**config.mk**
```make
export PLATFORM = sky130hd
export DESIGN_NAME = complex_mixer
export DESIGN_NICKNAME = d
export VERILOG_FILES = /design/src/rtl/complex_mixer.sv
export SDC_FILE = /design/constraint.sdc
export NUM_CORES = 2
export LEC_CHECK = 0
export CORE_MARGIN = 1
export CORE_UTILIZATION = 45
export CTS_BUF_LIST = sky130_fd_sc_hd__clkbuf_4 sky130_fd_sc_hd__clkbuf_8 sky130_fd_sc_hd__clkbuf_16
export CTS_CLUSTER_DIAMETER = 60
export DETAILED_ROUTE_END_ITERATION = 10
export GPL_ROUTABILITY_DRIVEN = 0
export PLACE_DENSITY = 0.69
export SKIP_LAST_GASP = 1
export SLEW_MARGIN = 20
export SYNTH_ARGS = -nofsm -noshare
export SYNTH_HDL_FRONTEND = slang
export SYNTH_SLANG_ARGS = --single-unit
```
**constraint.sdc**
```tcl
create_clock -name iclk -period 8.95 [get_ports iclk]
set_clock_uncertainty 0.05 [all_clocks]
set_input_delay 1.79 -clock iclk [delete_from_list [all_inputs] [get_ports iclk]]
set_output_delay 1.79 -clock iclk [all_outputs]
set_load 0.005 [all_outputs]
```
**src/rtl/complex_mixer.sv**
```systemverilog
// complex_mixer: pipelined complex multiplier used for DDS mixing and for FFT twiddles.
// It computes (idat_re + j*idat_im) * (icos +/- j*isin) and scales the sum down to pODAT_W
// bits. The scaling either floors the result or rounds half-up.
//
// Ports
//   iclk               clock, rising edge
//   ireset             asynchronous active-low reset; clears every pipeline register
//   iclkena            clock enable shared by every register (data and valid)
//   ival               input sample valid
//   idat_re, idat_im   signed data input, pIDAT_W bits
//   icos, isin         signed oscillator/twiddle, pDDS_W bits
//   oval               output valid, 3 + pUSE_ROUND enabled cycles after ival
//   odat_re, odat_im   signed scaled result, pODAT_W bits
//
// Pipeline: operand registers -> product registers -> sum registers -> (rounding register).
// Data registers capture on every enabled clock, whatever ival is. Only the valid shift
// register tracks which pipeline slots hold real samples.
module complex_mixer #(
    parameter int unsigned pIDAT_W      = 16,
    parameter int unsigned pDDS_W       = 17,
    parameter int unsigned pODAT_W      = 18,
    parameter int unsigned pMUL_W       = 0,
    parameter int unsigned pCONJ        = 0,
    parameter int unsigned pUSE_DSP_ADD = 1,
    parameter int unsigned pUSE_ROUND   = 1
) (
    input  logic                      iclk,
    input  logic                      ireset,
    input  logic                      iclkena,
    input  logic                      ival,
    input  logic signed [pIDAT_W-1:0] idat_re,
    input  logic signed [pIDAT_W-1:0] idat_im,
    input  logic signed [pDDS_W-1:0]  icos,
    input  logic signed [pDDS_W-1:0]  isin,
    output logic                      oval,
    output logic signed [pODAT_W-1:0] odat_re,
    output logic signed [pODAT_W-1:0] odat_im
);

    localparam int unsigned ProdW = pIDAT_W + pDDS_W;
    // Width of each product after optional MSB truncation.
    localparam int unsigned MulW  = (pMUL_W > 0) ? pMUL_W : ProdW;
    // One guard bit is enough: |a*c| + |b*s| <= 2^(ProdW-1), and that bound is reached
    // only when both products are +2^(ProdW-2).
    localparam int unsigned SumW  = MulW + 1;
    localparam int unsigned Shift = SumW - pODAT_W;
    localparam int unsigned Lat   = 3 + pUSE_ROUND;

    // ---------------- stage 1: operand registers ----------------
    logic signed [pIDAT_W-1:0] a_q, b_q;
    logic signed [pDDS_W-1:0]  c_q, s_q;

    always_ff @(posedge iclk or negedge ireset) begin
        if (!ireset) begin
            a_q <= '0;
            b_q <= '0;
            c_q <= '0;
            s_q <= '0;
        end else if (iclkena) begin
            a_q <= idat_re;
            b_q <= idat_im;
            c_q <= icos;
            s_q <= isin;
        end
    end

    // ---------------- stage 2: product registers ----------------
    logic signed [ProdW-1:0] ac_full, bs_full, as_full, bc_full;
    logic signed [MulW-1:0]  ac_q, bs_q, as_q, bc_q;

    always_comb begin
        ac_full = a_q * c_q;
        bs_full = b_q * s_q;
        as_full = a_q * s_q;
        bc_full = b_q * c_q;
    end

    // Keeping the top MulW bits is an arithmetic right shift (floor) of each product.
    always_ff @(posedge iclk or negedge ireset) begin
        if (!ireset) begin
            ac_q <= '0;
            bs_q <= '0;
            as_q <= '0;
            bc_q <= '0;
        end else if (iclkena) begin
            ac_q <= ac_full[ProdW-1 -: MulW];
            bs_q <= bs_full[ProdW-1 -: MulW];
            as_q <= as_full[ProdW-1 -: MulW];
            bc_q <= bc_full[ProdW-1 -: MulW];
        end
    end

    // ---------------- stage 3: sum / difference ----------------
    logic signed [SumW-1:0] ac_x, bs_x, as_x, bc_x;
    logic signed [SumW-1:0] re_sum_q, im_sum_q;

    always_comb begin
        ac_x = {ac_q[MulW-1], ac_q};
        bs_x = {bs_q[MulW-1], bs_q};
        as_x = {as_q[MulW-1], as_q};
        bc_x = {bc_q[MulW-1], bc_q};
    end

    if (pUSE_DSP_ADD != 0) begin : g_dsp_add
        // The add/subtract is written inside the register process. This maps onto the
        // post-adder and output register of the multiplier primitive.
        always_ff @(posedge iclk or negedge ireset) begin
            if (!ireset) begin
                re_sum_q <= '0;
                im_sum_q <= '0;
            end else if (iclkena) begin
                re_sum_q <= (pCONJ != 0) ? ac_x + bs_x : ac_x - bs_x;
                im_sum_q <= (pCONJ != 0) ? bc_x - as_x : as_x + bc_x;
            end
        end
    end else begin : g_fabric_add
        logic signed [SumW-1:0] re_sum_d, im_sum_d;

        always_comb begin
            re_sum_d = (pCONJ != 0) ? ac_x + bs_x : ac_x - bs_x;
            im_sum_d = (pCONJ != 0) ? bc_x - as_x : as_x + bc_x;
        end

        always_ff @(posedge iclk or negedge ireset) begin
            if (!ireset) begin
                re_sum_q <= '0;
                im_sum_q <= '0;
            end else if (iclkena) begin
                re_sum_q <= re_sum_d;
                im_sum_q <= im_sum_d;
            end
        end
    end

    // ---------------- stage 4: scaling ----------------
    if (pUSE_ROUND != 0) begin : g_round
        localparam logic signed [SumW:0] Half = (SumW + 1)'(1) << (Shift - 1);

        logic signed [SumW:0]      re_rnd, im_rnd;
        logic signed [pODAT_W-1:0] re_out_q, im_out_q;
        logic                      unused_rnd;

        // One extra bit so that adding the half-LSB cannot wrap.
        always_comb begin
            re_rnd = {re_sum_q[SumW-1], re_sum_q} + Half;
            im_rnd = {im_sum_q[SumW-1], im_sum_q} + Half;
        end

        always_ff @(posedge iclk or negedge ireset) begin
            if (!ireset) begin
                re_out_q <= '0;
                im_out_q <= '0;
            end else if (iclkena) begin
                re_out_q <= re_rnd[Shift +: pODAT_W];
                im_out_q <= im_rnd[Shift +: pODAT_W];
            end
        end

        assign odat_re    = re_out_q;
        assign odat_im    = im_out_q;
        assign unused_rnd = ^{re_rnd, im_rnd};
    end else begin : g_trunc
        logic unused_sum;

        assign odat_re    = re_sum_q[Shift +: pODAT_W];
        assign odat_im    = im_sum_q[Shift +: pODAT_W];
        assign unused_sum = ^{re_sum_q, im_sum_q};
    end

    // Discarded product LSBs (pMUL_W > 0).
    logic unused_prod;
    assign unused_prod = ^{ac_full, bs_full, as_full, bc_full};

    // ---------------- valid pipeline ----------------
    logic [Lat-1:0] val_q;

    always_ff @(posedge iclk or negedge ireset) begin
        if (!ireset) begin
            val_q <= '0;
        end else if (iclkena) begin
            val_q <= {val_q[Lat-2:0], ival};
        end
    end

    assign oval = val_q[Lat-1];

endmodule

```
==> metrics.txt <==
Worst Reg-to-Reg Cells=21; DR top layer=met4; worst r2r dst=bs_q[31]; first-pass GRT wire length=about 220000 um; CP Launch Type=register; slew margin rel.=0.298; Critical path buffers and inverters=4; family with the most delay on the worst path=adder cells; WL per Instance=between 15 and 20 um; Netlist Area Pre-Place=between 50000 and 60000 um2; routed wl met2=roughly 63000 um; WP depth=21; Final Hold Fails=0; Die W=around 350 um; fin crit period=about 7500 ps; number of synthesized flops with an enable pin=0; FMAX=134 MHz; R2R setup slack=roughly 1500 ps; residual DRC count=0; Syn-to-layout area delta=7.98%; wire length on met3=7940 um; Seq/Total Area, Yosys=0.127; synth warn=0; async set or reset register ratio after synthesis=1.00; global route total overflow=0; Most Frequent Cell on Critical Path=fa_1; Rows=between 100 and 150; Via Count=38500; CTS tree=done; worst setup margin=roughly 1500 ps; worst-margin pin slew=around 1100 ps; Max FO, Critical Path=16; Worst Setup End Kind=register; slowest stage cell, crit path=clkinv_1; initial antenna violation count=1; Num CTS Buffers=45; class of the most critical setup path=reg -> reg; clock latency on the worst-skew pair=660 ps; most common cell after layout, fill and taps aside=inv_1; Seq cells post-synth=around 280; Setup crit end=bs_q[31]; routed wire length=roughly 130000 um; Final nets=~7300; largest net degree at the start of global routing=89; GRT Total Usage=0.228; DR vias/cell=5.25; Die Span Y=approximately 350 um; # hold bufs at CTS=0; share of cells above drive strength 1=0.0628; Die ar.=between 100000 and 150000 um2; arrival time at the worst endpoint=between 7000 and 8000 ps; RSZ-0062 raised after global routing=no; dominant synthesized flop cell=dfrtp_1; Initial Utilization=0.453; commonest non-fill, non-tap cells in the layout=1275 x inv_1, 1104 x fa_1, 611 x nand2_1; Crit path largest cell delay=roughly 690 ps; Net Count, Synth=7298; period utilization=0.835; crit path from=b_q[15]; setup bufs post-CTS=0; Reg clk slew, reported paths=approximately 60 ps; Clock Tree Buf Depth=3; dpl ws=around 1600 ps; Distinct cells, synth=about 80; CTS H-tree lvls=2; Met1 Routed Length=approximately 56000 um; post-CTS sizing=0; cells after synthesis=between 5000 and 6000; worst hold slack=424 ps; root buf cell=clkbuf_16; maxcap violations=0; final setup vio count=0; core outline area=120000 um2; status=complete, no violations; Final Max Tran Viols=0; worst path required time=9430 ps; initial DRC count=between 2000 and 3000; Initial DRT Pass Iterations=7; Setup TNS=0 ps; I/O pins=~110; number of global-route vias before repair=approximately 41000; Mapped Avg Cell Area=9.48 um2; worst r2r src=b_q[15]; Sink Count=about 280; Worst Hold Class=reg -> reg; Final HPWL DP=104000 um; ANT nets after route=0; Port Buffers=106; cell chain of the critical path=clkinv_1, buf_4, nor2_1, fa_1, fa_1, fa_1, fa_1, fa_1, inv_1, fa_1, inv_1, ha_1, and3_1, o31ai_1, a21oi_1, a221o_1, or3_1, o211ai_1, a31oi_1, o21a_1, o31ai_1
==> flip-flops by register name, summed over array words and instances (netlist names) <==
signal / flops
im_sum_q: 19
re_sum_q: 19
as_q: 33
val_q: 4
odat_im: 18
a_q: 16
c_q: 17
odat_re: 18
b_q: 16
s_q: 17
bc_q: 33
bs_q: 33
ac_q: 33
==> cell families after synthesis <==
group | after synthesis | synth area share
XOR/XNOR | 185 | 0.0299
flip-flops | 276 | 0.127
AND/OR/NAND/NOR | 1524 | 0.139
adder cells (fa/ha/maj) | 1506 | 0.500
multiplexers | 166 | 0.0343
buffers and inverters | 1541 | 0.107
AO/OA/AOI/OAI | 524 | 0.0625
==> layout make-up <==
type | instances | area [um2]
Timing Repair Buffer | 189 | 1710
Tap cell | 1612 | 2020
Inverter | 1277 | 4790
Clock buffer | 53 | 1220
Multi-Input combinational cell | 3905 | 41500
Clock inverter | 30 | 370
Sequential cell | 276 | 6910
Fill cell | 10900 | 61100
Antenna cell | 2 | 5.00
==> metrics by stage <==
stage,utilization,instances,area [um2]
after floorplan,-,5722,54200
after global placement,0.476,7259,57000
after detailed placement,0.476,7259,57000
after CTS,0.489,7342,58600
after global routing,0.489,7344,58600
final,0.489,7344,58600
==> synthesized netlist by cell type (43+ instances only) <==
master	count	share of area
clkbuf_1	256	0.018
xor2_1	50	0.0081
nand3_1	43	0.0040
o21ai_0	85	0.0078
ha_1	402	0.093
and2_1	532	0.061
fa_1	1104	0.41
dfrtp_1	276	0.13
a21o_1	53	0.0073
nor2_1	163	0.011
xnor2_1	135	0.022
a21oi_1	168	0.016
mux2_2	159	0.033
nand2_1	611	0.042
inv_1	1275	0.088
==> worst register-to-register path, cell delays in order (launching register included) <==
cell and delay (ps):
dfrtp_1 500, clkinv_1 690, buf_4 470, nor2_1 140
fa_1 440, fa_1 510, fa_1 420, fa_1 450
fa_1 500, inv_1 50, fa_1 480, inv_1 40
ha_1 330, and3_1 210, o31ai_1 300, a21oi_1 130
a221o_1 340, or3_1 420, o211ai_1 260, a31oi_1 160
o21a_1 190, o31ai_1 250
==> worst min-delay path by stage <==
stage / startpoint / end / slack, ps / cells after the start
final: bs_q[8] / bs_q[8] / 420 / 1
after global routing: bc_q[14] / bc_q[14] / 440 / 1
after CTS: bs_q[8] / bs_q[8] / 430 / 1
after detailed placement: bs_q[8] / bs_q[8] / 420 / 1
after global placement: bs_q[8] / bs_q[8] / 410 / 1
after floorplan: bs_q[28] / bs_q[28] / 400 / 2
==> metal layers <==
layer | GRT usage | vias to the layer above
met3 | 0.0315 | 206
met2 | 0.369 | 1143
met5 | 0 | -
met4 | 0.0826 | 0
li1 | - | 17200
met1 | 0.311 | 20000
Power is left out: the tool's default activity adds up to more than one toggle a clock period on the data nets, which glitch-free logic cannot reach.
